File: src/rtl/vending_pkg.sv
// rtl/vending_pkg.sv - codes and coin/item values shared by the vending front end, core and bench
package vending_pkg;

  typedef enum logic [1:0] {
    SVC_OFF  = 2'b00,
    SVC_ON   = 2'b01,
    SVC_BUSY = 2'b10
  } service_e;

  typedef enum logic [1:0] {
    COIN_50 = 2'b00,
    COIN_10 = 2'b01,
    COIN_5  = 2'b10,
    COIN_1  = 2'b11
  } coin_e;

  typedef enum logic [1:0] {
    ITEM_NONE = 2'b00,
    ITEM_A    = 2'b01,
    ITEM_B    = 2'b10,
    ITEM_C    = 2'b11
  } item_e;

  localparam logic [7:0] VAL_50 = 8'd50;
  localparam logic [7:0] VAL_10 = 8'd10;
  localparam logic [7:0] VAL_5  = 8'd5;
  localparam logic [7:0] VAL_1  = 8'd1;

  localparam logic [7:0] COST_A = 8'd8;
  localparam logic [7:0] COST_B = 8'd15;
  localparam logic [7:0] COST_C = 8'd22;

  function automatic logic [7:0] coin_value(input logic [1:0] coin);
    case (coin)
      COIN_50: coin_value = VAL_50;
      COIN_10: coin_value = VAL_10;
      COIN_5:  coin_value = VAL_5;
      default: coin_value = VAL_1;
    endcase
  endfunction

endpackage

File: src/rtl/vending_value_calc.sv
// rtl/vending_value_calc.sv - per-denomination coin counts to 8-bit NTD value
module vending_value_calc
  import vending_pkg::*;
#(
  parameter int CNT_W = 2
) (
  input  logic [CNT_W-1:0] n50_i,
  input  logic [CNT_W-1:0] n10_i,
  input  logic [CNT_W-1:0] n5_i,
  input  logic [CNT_W-1:0] n1_i,
  output logic [7:0]       value_o
);

  // With 2-bit counts the maximum is 198, so 8 bits never wrap.
  assign value_o = (8'(n50_i) * VAL_50) + (8'(n10_i) * VAL_10)
                 + (8'(n5_i) * VAL_5) + (8'(n1_i) * VAL_1);

endmodule

File: src/rtl/coin_escrow_front.sv
// rtl/coin_escrow_front.sv - coin escrow and one-shot purchase request front end
// Optional idle auto-refund when ESCROW_TIMEOUT_EN is defined.
module coin_escrow_front
  import vending_pkg::*;
#(
  parameter int CNT_W       = 2,
  parameter int TIMEOUT_CYC = 255
) (
  input  logic             clk_i,
  input  logic             rst_ni,
  input  logic             coin_valid_i,
  input  logic [1:0]       coin_type_i,
  input  logic             sel_valid_i,
  input  logic [1:0]       sel_item_i,
  input  logic             cancel_i,
  input  logic [1:0]       service_type_i,
  output logic [CNT_W-1:0] req_ntd_50_o,
  output logic [CNT_W-1:0] req_ntd_10_o,
  output logic [CNT_W-1:0] req_ntd_5_o,
  output logic [CNT_W-1:0] req_ntd_1_o,
  output logic [1:0]       req_item_type_o,
  output logic [7:0]       escrow_value_o,
  output logic             coin_reject_o,
  output logic             refund_valid_o,
  output logic             busy_o
);

  localparam logic [2:0] ST_IDLE      = 3'd0;
  localparam logic [2:0] ST_COLLECT   = 3'd1;
  localparam logic [2:0] ST_ISSUE     = 3'd2;
  localparam logic [2:0] ST_WAIT_DONE = 3'd3;
  localparam logic [2:0] ST_REFUND    = 3'd4;

  localparam logic [CNT_W-1:0] CNT_MAX = '1;

  logic [2:0]            state_q, state_d;
  logic [3:0][CNT_W-1:0] cnt_q, cnt_d;
  logic [1:0]            req_item_q, req_item_d;
  logic [7:0]            value_q, value_d;
  logic                  reject_q, reject_d;
  logic                  refund_q, refund_d;
  logic                  busy_q, busy_d;
  logic                  coin_fits;
  logic                  sel_real;
  logic                  timeout_hit;

`ifdef ESCROW_TIMEOUT_EN
  localparam int IDLE_W = $clog2(TIMEOUT_CYC + 1);

  logic [IDLE_W-1:0] idle_cnt_q, idle_cnt_d;

  // Any coin or selection strobe counts as user activity.
  always_comb begin
    idle_cnt_d = '0;
    if (state_q == ST_COLLECT && !coin_valid_i && !sel_valid_i) begin
      idle_cnt_d = idle_cnt_q + 1'b1;
    end
  end

  assign timeout_hit = (state_q == ST_COLLECT) && (idle_cnt_d == IDLE_W'(TIMEOUT_CYC));

  always_ff @(posedge clk_i or negedge rst_ni) begin
    if (!rst_ni) begin
      idle_cnt_q <= '0;
    end else begin
      idle_cnt_q <= idle_cnt_d;
    end
  end
`else
  assign timeout_hit = (TIMEOUT_CYC < 0);
`endif

  always_comb begin
    state_d    = state_q;
    cnt_d      = cnt_q;
    req_item_d = req_item_q;
    reject_d   = 1'b0;
    coin_fits  = (cnt_q[coin_type_i] != CNT_MAX);
    sel_real   = sel_valid_i && (sel_item_i != ITEM_NONE);

    case (state_q)
      ST_IDLE: begin
        if (coin_valid_i) begin
          if (coin_fits) begin
            cnt_d[coin_type_i] = cnt_q[coin_type_i] + 1'b1;
            state_d            = ST_COLLECT;
          end else begin
            reject_d = 1'b1;
          end
        end
      end
      ST_COLLECT: begin
        // Cancel (or timeout) beats both a selection and a coin in the same cycle.
        if (cancel_i || timeout_hit) begin
          reject_d = coin_valid_i;
          state_d  = ST_REFUND;
        end else begin
          if (coin_valid_i) begin
            if (coin_fits) begin
              cnt_d[coin_type_i] = cnt_q[coin_type_i] + 1'b1;
            end else begin
              reject_d = 1'b1;
            end
          end
          if (sel_real) begin
            req_item_d = sel_item_i;
            state_d    = ST_ISSUE;
          end
        end
      end
      ST_ISSUE: begin
        reject_d = coin_valid_i;
        if (service_type_i == SVC_ON) begin
          cnt_d      = '0;
          req_item_d = ITEM_NONE;
          state_d    = ST_WAIT_DONE;
        end
      end
      ST_WAIT_DONE: begin
        reject_d = coin_valid_i;
        if (service_type_i == SVC_OFF) begin
          state_d = ST_IDLE;
        end
      end
      ST_REFUND: begin
        reject_d = coin_valid_i;
        cnt_d    = '0;
        state_d  = ST_IDLE;
      end
      default: begin
        cnt_d      = '0;
        req_item_d = ITEM_NONE;
        state_d    = ST_IDLE;
      end
    endcase

    refund_d = (state_d == ST_REFUND);
    busy_d   = (state_d == ST_ISSUE) || (state_d == ST_WAIT_DONE) || (state_d == ST_REFUND);
  end

  vending_value_calc #(
    .CNT_W (CNT_W)
  ) u_value_calc (
    .n50_i   (cnt_d[COIN_50]),
    .n10_i   (cnt_d[COIN_10]),
    .n5_i    (cnt_d[COIN_5]),
    .n1_i    (cnt_d[COIN_1]),
    .value_o (value_d)
  );

  always_ff @(posedge clk_i or negedge rst_ni) begin
    if (!rst_ni) begin
      state_q    <= ST_IDLE;
      cnt_q      <= '0;
      req_item_q <= ITEM_NONE;
      value_q    <= '0;
      reject_q   <= 1'b0;
      refund_q   <= 1'b0;
      busy_q     <= 1'b0;
    end else begin
      state_q    <= state_d;
      cnt_q      <= cnt_d;
      req_item_q <= req_item_d;
      value_q    <= value_d;
      reject_q   <= reject_d;
      refund_q   <= refund_d;
      busy_q     <= busy_d;
    end
  end

  assign req_ntd_50_o    = cnt_q[COIN_50];
  assign req_ntd_10_o    = cnt_q[COIN_10];
  assign req_ntd_5_o     = cnt_q[COIN_5];
  assign req_ntd_1_o     = cnt_q[COIN_1];
  assign req_item_type_o = req_item_q;
  assign escrow_value_o  = value_q;
  assign coin_reject_o   = reject_q;
  assign refund_valid_o  = refund_q;
  assign busy_o          = busy_q;

endmodule
File: config.mk
export PLATFORM = sky130hd
export DESIGN_NAME = coin_escrow_front
export DESIGN_NICKNAME = d
export VERILOG_FILES = /design/src/rtl/vending_pkg.sv /design/src/rtl/vending_value_calc.sv /design/src/rtl/coin_escrow_front.sv
export SDC_FILE = /design/constraint.sdc
export NUM_CORES = 1
export LEC_CHECK = 0
export CORE_ASPECT_RATIO = 1.1
export CORE_UTILIZATION = 51
export CTS_CLUSTER_DIAMETER = 80
export DETAILED_ROUTE_END_ITERATION = 10
export DONT_BUFFER_PORTS = 1
export GPL_TIMING_DRIVEN = 0
export PLACE_DENSITY_LB_ADDON = 0.05
export SLEW_MARGIN = 20
export SYNTH_ARGS = -nofsm -noshare
export SYNTH_HDL_FRONTEND = slang
export SYNTH_SLANG_ARGS = --single-unit
File: constraint.sdc
create_clock -name clk_i -period 5.08 [get_ports clk_i]
set_clock_uncertainty 0.1 [all_clocks]
set_input_delay 0.254 -clock clk_i [delete_from_list [all_inputs] [get_ports clk_i]]
set_output_delay 0.254 -clock clk_i [all_outputs]
set_load 0.03 [all_outputs]
==> flow_metrics.py, run 1 <==
metrics = {
    "global_routing": {
        "grt_util_all_layers": 0.202,
        "globalRouteOverflowTotal": 0,
        "grt_max_degree": 25,
        "grt_pass1_vias": 1099,
        "grt_pass1_wl_mm": 4.77,
        "antenna_found_initial": 0,
    },
    "run": {
        "max_cap_viol_count": 0,
    },
    "timing": {
        "maxSlewViolCount": 0,
        "clock.fmax_mhz": 221,
        "post-route-period-util": 0.892,
        "slew_headroom": 0.647,
        "fin_crit_ns": 4.53,
        "hold_ws_ns": 0.0169,
        "finalSetupViolCount": 0,
        "setup_slack_ns": 0.547,
        "setup-tns-final_ns": 0,
        "rsz0062_at_grt": "false",
        "worstMarginPinSlew_ns": 0.530,
        "report.final.hold_viol_count": 0,
    },
    "route": {
        "ant_nets": 0,
        "drcViolationCount": 0,
        "wl_per_cell_um": 15.3,
        "vias_per_cell": 5.88,
        "drt_iter0_markers": 32,
        "dr.pass1.iters": 4,
        "drt_wl_total_mm": 2.96,
        "vias": 1135,
    },
    "cells_and_area": {
        "fin_nets": 189,
        "final_common_cell": "dfrtp_1",
        "final_cell_mix": "dfrtp_1, nor2_1, ha_1, inv_1",
        "syn_to_final_growth_pct": 10.1,
        "layout-drive-gt1-share": 0.144,
        "final_area_um2": 1730,
        "diodes": 0,
        "num-fill-cells": 259,
    },
    "setup_path": {
        "worstReg2RegEnd": "escrow_value_o[7]$_DFF_PN0_",
        "r2r-start": "req_ntd_5_o[0]$_DFF_PN0_",
        "cp_max_fo": 7,
        "rr_worst_depth": 15,
        "worstPathRequired_ns": 5.24,
        "reg2reg_slack_ns": 0.55,
        "start_kind": "flip-flop",
        "crit_path_end_kind": "flip-flop",
        "crit_type": "flip-flop to flip-flop",
        "crit_arrival_ns": 4.69,
    },
    "min_path": {
        "min_from": "cancel_i",
        "hold_depth": 1,
        "hold_end": "state_q[2]$_DFF_PN0_",
        "hp-class": "primary input to flip-flop",
    },
    "synthesis": {
        "synth_seq_area_share": 0.382,
        "synthFlopType": "dfrtp_1",
        "netlist_instances": 149,
        "synth_area_um2": 1570,
        "syn_avg_cell_area_um2": 10.5,
        "netlist-cell-type-count": 45,
        "yosys_warnings": 0,
        "syn-num-nets": 177,
        "ys_seq_elements": 24,
        "synth_edf_count": 0,
        "async_flop_share": 1.00,
    },
    "pwr": {
        "leakagePower_nw": 0.861,
        "pwr_density_cell_nw_per_um2": 597,
        "ir_drop_v": 0.000388,
    },
    "clock_tree": {
        "path_clk_slew_ns": 0.14,
        "cts_resized": 0,
        "cts.path.max_buffers": 2,
        "htree_levels": 1,
        "cts_tree": "done",
        "clkLatencyLatePin_ns": 0.31,
        "cts_made_buffers": 3,
        "clock-sinks": 24,
        "cts-root-buf": "clkbuf_4",
    },
    "die": {
        "num_io_pins": 32,
        "die_h_um": 60.2,
        "core-area_um2": 2850,
        "num_rows": 20,
        "die_x_um": 54.9,
        "start_util": 0.550,
        "dieArea_um2": 3310,
    },
    "run_status": {
        "status": "complete, no violations",
    },
    "place": {
        "dp_hpwl_mm": 2.27,
        "place.gp.congestion": 0.829,
        "placed_area_um2": 1610,
        "portBuffers": 0,
        "dp_slack_ns": 0.526,
    },
}
-- routing by layer --
metal,part of all wire,vias to the layer above,global-route usage
met2,0.50,30,0.346
met1,0.44,556,0.252
li1,-,545,-
met5,0,-,0
met4,0.0088,0,0.0536
met3,0.049,4,0.0407
-- worst max-delay path by stage --
stage,from,endpoint,slack (ns),cells after the start
after floorplan,req_ntd_5_o[0]$_DFF_PN0_,escrow_value_o[7]$_DFF_PN0_,0.95,15
after global placement,req_ntd_5_o[0]$_DFF_PN0_,escrow_value_o[7]$_DFF_PN0_,0.58,15
after detailed placement,req_ntd_5_o[0]$_DFF_PN0_,escrow_value_o[7]$_DFF_PN0_,0.53,15
after CTS,req_ntd_5_o[0]$_DFF_PN0_,escrow_value_o[7]$_DFF_PN0_,0.49,15
after global routing,req_ntd_5_o[0]$_DFF_PN0_,escrow_value_o[7]$_DFF_PN0_,0.29,17
final,req_ntd_5_o[0]$_DFF_PN0_,escrow_value_o[7]$_DFF_PN0_,0.55,15
-- stage by stage --
| step | util | power, mW | std cells |
|---|---|---|---|
| finish | 0.606 | 1.03 | 193 |
| global route | 0.606 | 1.12 | 193 |
| CTS | 0.604 | 1.04 | 192 |
| detailed placement | 0.565 | 0.895 | 182 |
| global placement | 0.565 | 0.880 | 182 |
| floorplan | - | 0.802 | 149 |
-- cells by family (layout without fill, tap and decap cells) --
kind of cell,count (synthesis),count (layout),synth area share
AOI/OAI and AO/OA,36,36,0.186
xor gates and xnor gates,8,8,0.0446
adders and majority gates,17,17,0.150
buffers and inverters,18,29,0.0510
DFF,24,24,0.382
muxes,2,2,0.0287
and+or+nand+nor,44,44,0.158
-- state kept, by name, summed over array words and instances (netlist names) --
signal and flops:
req_ntd_5_o 2, req_ntd_10_o 2, coin_reject_o 1, state_q 3, req_ntd_1_o 2, req_ntd_50_o 2
busy_o 1, refund_valid_o 1, escrow_value_o 8, req_item_type_o 2
-- worst max-delay path, stage by stage, from the launching register on --
cell,delay [ns]
dfrtp_1,0.59
mux4_2,0.52
ha_1,0.22
nand2b_1,0.25
or2_4,0.32
o31ai_1,0.36
ha_1,0.21
inv_1,0.05
fa_1,0.47
inv_1,0.06
ha_1,0.29
a21oi_1,0.13
nor2b_1,0.08
o31a_1,0.27
or4b_1,0.48
nand4_1,0.09
-- layout make-up --
cell class / instances / area [um2] / share of cell area
buffer: 5 / 31.3 / 0.0181
clock buffer: 3 / 22.5 / 0.0130
clock inverter: 1 / 30.0 / 0.0174
inverter: 13 / 48.8 / 0.0282
multi-input combinational: 107 / 890 / 0.514
sequential: 24 / 601 / 0.347
tap: 33 / 41.3 / 0.0239
timing repair buffer: 7 / 65.1 / 0.0376
-- Yosys cell counts (2+ instances only) --
| library cell | instances | area [um2] |
|---|---|---|
| dfrtp_1 | 24 | 601 |
| ha_1 | 14 | 175 |
| nor2_1 | 14 | 52.6 |
| inv_1 | 13 | 48.8 |
| nand2_1 | 6 | 22.5 |
| o21ai_0 | 6 | 30.0 |
| a21oi_1 | 5 | 25.0 |
| nand2b_1 | 5 | 31.3 |
| xnor2_1 | 5 | 43.8 |
| and3_1 | 4 | 25.0 |
| buf_2 | 4 | 20.0 |
| fa_1 | 3 | 60.1 |
| o2bb2ai_1 | 3 | 26.3 |
| xor2_1 | 3 | 26.3 |
| a21o_4 | 2 | 30.0 |
| a22o_1 | 2 | 17.5 |
| a311oi_1 | 2 | 17.5 |
| and2_1 | 2 | 12.5 |
| mux4_2 | 2 | 45.0 |
| nor2b_1 | 2 | 12.5 |
| o21a_1 | 2 | 15.0 |
| o31a_1 | 2 | 17.5 |
| o31ai_1 | 2 | 15.0 |
-- repair_timing --
item / in CTS / in global routing
hold endpoints to repair: 29 / 24
hold buffers: 6 / 1
buffers inserted: 0 / 0
-- where the power goes --
| part | switching (mW) | internal [mW] | leakage, nW |
|---|---|---|---|
| sequential | 0.178 | 0.262 | 0.319 |
| clock | 0.0593 | 0.0797 | 0.0279 |
| combinational | 0.247 | 0.206 | 0.514 |
(Power assumes the default switching activity.)
==> run 2, diff against run 1 <==
--- a/config.mk
+++ b/config.mk
@@ -5,8 +5,9 @@
 export SDC_FILE = /design/constraint.sdc
 export NUM_CORES = 1
 export LEC_CHECK = 0
+export ABC_CLOCK_PERIOD_IN_PS = 5080
 export CORE_ASPECT_RATIO = 1.1
-export CORE_UTILIZATION = 51
+export CORE_UTILIZATION = 36
 export CTS_CLUSTER_DIAMETER = 80
 export DETAILED_ROUTE_END_ITERATION = 10
 export DONT_BUFFER_PORTS = 1
==> run 2 against run 1 <==
Effect of this change:
- cell area up 0.43%
- maximum frequency shrank 0.86%
- utilization fell by 18 points
- sequential cell count unchanged
- critical endpoint unchanged
==> flow_metrics.py, run 2 (synthesized netlist as in run 1, its figures left out) <==
metrics = {
    "run_status": {
        "status": "complete, no violations",
    },
    "clock_tree": {
        "path_clk_slew_ns": 0.09,
        "clkLatencyLatePin_ns": 0.27,
        "cts.path.max_buffers": 2,
        "cts-root-buf": "clkbuf_8",
        "cts_setup_buffers": 0,
        "cts_tree": "done",
        "htree_levels": 1,
        "clock-sinks": 24,
        "cts_made_buffers": 3,
    },
    "pwr": {
        "pwr_density_cell_nw_per_um2": 618,
        "leakagePower_nw": 0.853,
        "swShare": 0.464,
        "pwr-share-seq": 0.412,
        "pwr-share-comb": 0.428,
        "p_clk_frac": 0.160,
        "p_int_mw": 0.576,
        "power.switching_mw": 0.498,
        "ir_drop_v": 0.000268,
    },
    "timing": {
        "post-route-period-util": 0.900,
        "maxSlewViolCount": 0,
        "rsz0062_at_grt": "false",
        "hold_ws_ns": 0.0168,
        "slew_headroom": 0.637,
        "fin_crit_ns": 4.57,
        "worstMarginPinSlew_ns": 0.540,
        "setup-tns-final_ns": 0,
        "finalSetupViolCount": 0,
        "clock.fmax_mhz": 219,
        "report.final.hold_viol_count": 0,
    },
    "cells_and_area": {
        "diodes": 0,
        "syn_to_final_growth_pct": 10.6,
        "largest_reg_flops": 8,
        "layout-drive-gt1-share": 0.148,
        "postLayoutCoreUtil": 0.425,
        "num-fill-cells": 423,
        "multi_input_area_um2": 890,
        "fin_nets": 184,
        "final_cell_mix": "dfrtp_1, nor2_1, ha_1, inv_1",
        "seq_area_um2": 601,
        "final_common_cell": "dfrtp_1",
        "final_area_um2": 1740,
    },
    "setup_path": {
        "r2r-start": "req_ntd_5_o[0]$_DFF_PN0_",
        "cp-endpoint": "escrow_value_o[7]$_DFF_PN0_",
        "path_cells": "mux4_2, ha_1, nand2b_1, or2_4, o31ai_1, ha_1, inv_1, fa_1, inv_1, ha_1, a21oi_1, nor2b_1, o31a_1, or4b_1, nand4_1",
        "cp_common_cell": "ha_1",
        "worstReg2RegEnd": "escrow_value_o[7]$_DFF_PN0_",
        "rr_worst_depth": 15,
        "crit_path_end_kind": "flip-flop",
        "startpoint": "req_ntd_5_o[0]$_DFF_PN0_",
        "reg2reg_slack_ns": 0.51,
        "cp_slowest_stage_delay_ns": 0.57,
        "start_kind": "flip-flop",
        "worst_path_max_delay_cell": "dfrtp_1",
        "cp_max_fo": 7,
        "crit_type": "flip-flop to flip-flop",
        "crit_arrival_ns": 4.68,
        "worstPathRequired_ns": 5.19,
    },
    "place": {
        "place.gp.congestion": 0.819,
        "dp_hpwl_mm": 2.39,
        "portBuffers": 0,
        "placed_area_um2": 1640,
    },
    "route": {
        "dr.pass1.iters": 4,
        "drt_wl_total_mm": 3.18,
        "vias": 1090,
        "drcViolationCount": 0,
        "ant_nets": 0,
        "drt_iter0_markers": 76,
        "vias_per_cell": 5.27,
        "wl_per_cell_um": 15.4,
    },
    "die": {
        "start_util": 0.384,
        "die_x_um": 65.0,
        "die_h_um": 71.3,
        "dieArea_um2": 4630,
        "core-area_um2": 4080,
        "num_io_pins": 32,
        "num_rows": 24,
    },
    "min_path": {
        "hp-class": "primary input to flip-flop",
    },
    "global_routing": {
        "grt_pass1_vias": 1147,
        "antenna_found_initial": 0,
        "grt_max_degree": 25,
        "globalRouteOverflowTotal": 0,
        "grt_util_all_layers": 0.154,
        "grt_pass1_wl_mm": 5.41,
    },
    "run": {
        "max_cap_viol_count": 0,
    },
}
## run 2: power by group through the flow
stage	Sequential (mW)	Combinational, mW	Clock (mW)
6_report	0.442	0.460	0.172
5_1_grt	0.451	0.529	0.183
4_1_cts	0.444	0.468	0.175
3_5_place_dp	0.447	0.455	0
3_3_place_gp	0.446	0.454	0
2_1_floorplan	0.429	0.374	0
## run 2: critical path, delay by kind of cell (launching register included)
family | cells | cell delay (ns)
and+or+nand+nor | 5 | 1.20
buffers and inverters | 2 | 0.10
AOI/OAI and AO/OA | 3 | 0.80
adders and majority gates | 4 | 1.20
muxes | 1 | 0.52
DFF | 1 | 0.57
## run 2: routing by layer
| layer | track usage | routed length, um |
|---|---|---|
| met1 | 0.209 | 1500 |
| met2 | 0.231 | 1430 |
| met3 | 0.0350 | 180 |
| met4 | 0.0716 | 74 |
| met5 | 0 | 0 |
## run 2: how the worst min path moves through the flow
stage,depth (start not counted),to,slack [ns],start
2_1_floorplan,0,busy_o$_DFF_PN0_,-0.14,rst_ni
3_3_place_gp,0,state_q[0]$_DFF_PN0_,-0.14,rst_ni
3_5_place_dp,0,coin_reject_o$_DFF_PN0_,-0.14,rst_ni
4_1_cts,1,req_item_type_o[1]$_DFFE_PN0P_,0.02,sel_item_i[1]
5_1_grt,1,req_item_type_o[0]$_DFFE_PN0P_,0.009,sel_item_i[0]
6_report,1,req_item_type_o[1]$_DFFE_PN0P_,0.02,sel_item_i[1]
## run 2: final cells by class
type | instances | share of cell area
clock inverter | 1 | 0.0173
tap | 52 | 0.0375
multi-input combinational | 107 | 0.512
sequential | 24 | 0.346
buffer | 5 | 0.0180
clock buffer | 3 | 0.0238
timing repair buffer | 2 | 0.0173
inverter | 13 | 0.0281
## run 2: metrics by stage
step                instances  power (mW)  setup WS (ns)
finish                    207        1.07          0.508
global placement          201       0.900          0.549
global route              207        1.16          0.198
detailed placement        201       0.902          0.504
CTS                       207        1.09          0.468
floorplan                 149       0.802          0.953
## run 2: repair_timing
action / 4_1_cts / 5_1_grt
endpoints found under the hold margin: 24 / 0
endpoints found under the setup margin: 0 / 0
resized for setup: 0 / 0
hold buffers: 2 / 0
==> run 3, diff against run 2 <==
--- a/config.mk
+++ b/config.mk
@@ -7,12 +7,13 @@
 export LEC_CHECK = 0
 export ABC_CLOCK_PERIOD_IN_PS = 5080
 export CORE_ASPECT_RATIO = 1.1
-export CORE_UTILIZATION = 36
+export CORE_MARGIN = 4
+export CORE_UTILIZATION = 42
 export CTS_CLUSTER_DIAMETER = 80
 export DETAILED_ROUTE_END_ITERATION = 10
 export DONT_BUFFER_PORTS = 1
 export GPL_TIMING_DRIVEN = 0
-export PLACE_DENSITY_LB_ADDON = 0.05
+export PLACE_DENSITY = 0.53
 export SLEW_MARGIN = 20
 export SYNTH_ARGS = -nofsm -noshare
 export SYNTH_HDL_FRONTEND = slang
==> run 3 against run 2 <==
Effect of this change:
- via count rose by 1.2%
- non-clock buffer count did not move
- sequential share of layout area rose by 0.38 points
- sequential cell count did not move
- sequential power barely moved
- largest power group unchanged
- die area rose by 3.3%
==> flow_metrics.py, run 3 (synthesized netlist as in run 1, its figures left out) <==
metrics = {
    "run_status": {
        "status": "complete, no violations",
    },
    "cells_and_area": {
        "layout-drive-gt1-share": 0.148,
        "final_common_cell": "dfrtp_1",
        "largest_reg_flops": 8,
        "postLayoutCoreUtil": 0.474,
        "fin_nets": 184,
        "seq_area_um2": 601,
        "multi_input_area_um2": 890,
        "diodes": 0,
        "num-fill-cells": 364,
        "final_cell_mix": "dfrtp_1, nor2_1, ha_1, inv_1",
        "syn_to_final_growth_pct": 9.40,
        "final_area_um2": 1720,
    },
    "setup_path": {
        "cp_common_cell": "ha_1",
        "crit_path_end_kind": "flip-flop",
        "start_kind": "flip-flop",
        "crit_type": "flip-flop to flip-flop",
        "crit_family": "adder cells",
        "worst_path_max_delay_cell": "dfrtp_1",
        "crit_arrival_ns": 4.74,
        "cp_max_fo": 7,
        "cp_slowest_stage_delay_ns": 0.57,
        "path_cells": "mux4_2, ha_1, nand2b_1, or2_4, o31ai_1, ha_1, inv_1, fa_1, inv_1, ha_1, a21oi_1, nor2b_1, o31a_1, or4b_1, nand4_1",
        "critPathBufInv": 2,
        "worstPathRequired_ns": 5.18,
    },
    "global_routing": {
        "globalRouteOverflowTotal": 0,
        "grt_max_degree": 25,
        "antenna_found_initial": 0,
        "grt_pass1_wl_mm": 5.20,
        "grt_pass1_vias": 1120,
        "grt_util_all_layers": 0.138,
    },
    "place": {
        "place.gp.congestion": 0.782,
        "placed_area_um2": 1630,
        "dp_hpwl_mm": 2.44,
        "portBuffers": 0,
    },
    "route": {
        "vias": 1103,
        "vias_per_cell": 5.38,
        "ant_nets": 0,
        "drcViolationCount": 0,
        "drt_wl_total_mm": 3.08,
        "wl_per_cell_um": 15.0,
        "drt_iter0_markers": 45,
        "dr.pass1.iters": 4,
    },
    "timing": {
        "report.final.hold_viol_count": 0,
        "fin_crit_ns": 4.64,
        "rsz0062_at_grt": "false",
        "clock.fmax_mhz": 216,
        "hold_ws_ns": 0.0361,
        "setup-tns-final_ns": 0,
        "worstMarginPinSlew_ns": 0.486,
        "maxSlewViolCount": 0,
        "post-route-period-util": 0.913,
        "slew_headroom": 0.676,
        "finalSetupViolCount": 0,
    },
    "clock_tree": {
        "clkLatencyLatePin_ns": 0.26,
        "cts-root-buf": "clkbuf_8",
        "cts.path.max_buffers": 2,
        "cts_resized": 0,
        "cts_made_buffers": 3,
        "path_clk_slew_ns": 0.09,
        "cts_tree": "done",
        "htree_levels": 1,
        "clock-sinks": 24,
    },
    "pwr": {
        "p_int_mw": 0.538,
        "ir_drop_v": 0.000183,
        "pwr-share-comb": 0.442,
        "p_clk_frac": 0.127,
        "swShare": 0.474,
        "leakagePower_nw": 0.846,
        "pwr-share-seq": 0.431,
        "power.switching_mw": 0.484,
        "report.power.total_mw": 1.02,
        "pwr_density_cell_nw_per_um2": 595,
    },
    "die": {
        "core-area_um2": 3630,
        "die_x_um": 66.3,
        "dieArea_um2": 4780,
        "num_io_pins": 32,
        "start_util": 0.433,
        "die_h_um": 72.1,
        "num_rows": 23,
    },
    "min_path": {
        "hp-class": "primary input to flip-flop",
    },
    "run": {
        "max_cap_viol_count": 0,
    },
}
## run 3: changes by cell type in the layout (fill, tap and decap cells not counted)
cell       delta
clkbuf_8      +1
bufinv_16     -1
## run 3: path summary, 6_finish.rpt
kind,start,end,slack [ns],cells after the start
worst max-delay path,req_ntd_5_o[0]$_DFF_PN0_,escrow_value_o[7]$_DFF_PN0_,0.44,15
worst min-delay path,sel_item_i[0],req_item_type_o[0]$_DFFE_PN0P_,0.04,1
worst max register to register,req_ntd_5_o[0]$_DFF_PN0_,escrow_value_o[7]$_DFF_PN0_,0.44,15
worst min register to register,state_q[2]$_DFF_PN0_,state_q[0]$_DFF_PN0_,0.47,2
max in group asynchronous,rst_ni,escrow_value_o[5]$_DFF_PN0_,4.43,2
min in group asynchronous,rst_ni,state_q[0]$_DFF_PN0_,0.31,2
## run 3: stage by stage
stage,std cells,worst slack [ns]
floorplan,149,0.953
global placement,199,0.475
detailed placement,199,0.466
CTS,205,0.438
global route,205,0.276
finish,205,0.443
## run 3: cell type report
| type | instances | share of cell area |
|---|---|---|
| Multi-Input combinational cell | 107 | 0.518 |
| Sequential cell | 24 | 0.350 |
| Tap cell | 50 | 0.0364 |
| Clock buffer | 4 | 0.0320 |
| Inverter | 13 | 0.0284 |
| Buffer | 5 | 0.0182 |
| Timing Repair Buffer | 2 | 0.0175 |
## run 3: what timing repair did
item,in CTS,in global routing
hold buffers,2,0
hold endpoints to repair,24,0
buffers inserted,0,0
## run 3: metal layers
metal | GRT usage | vias to the layer above | share of wire
met4 | 0.0406 | 0 | 0.0065
met2 | 0.257 | 18 | 0.57
met5 | 0 | - | 0
met3 | 0.0217 | 2 | 0.035
met1 | 0.161 | 549 | 0.39
li1 | - | 534 | -
## run 3: power by group through the flow
stage	clock network, mW	logic (mW)	registers, mW
2_1_floorplan	0	0.374	0.429
3_3_place_gp	0	0.443	0.446
3_5_place_dp	0	0.452	0.447
4_1_cts	0.137	0.460	0.443
5_1_grt	0.143	0.522	0.447
6_report	0.130	0.452	0.441
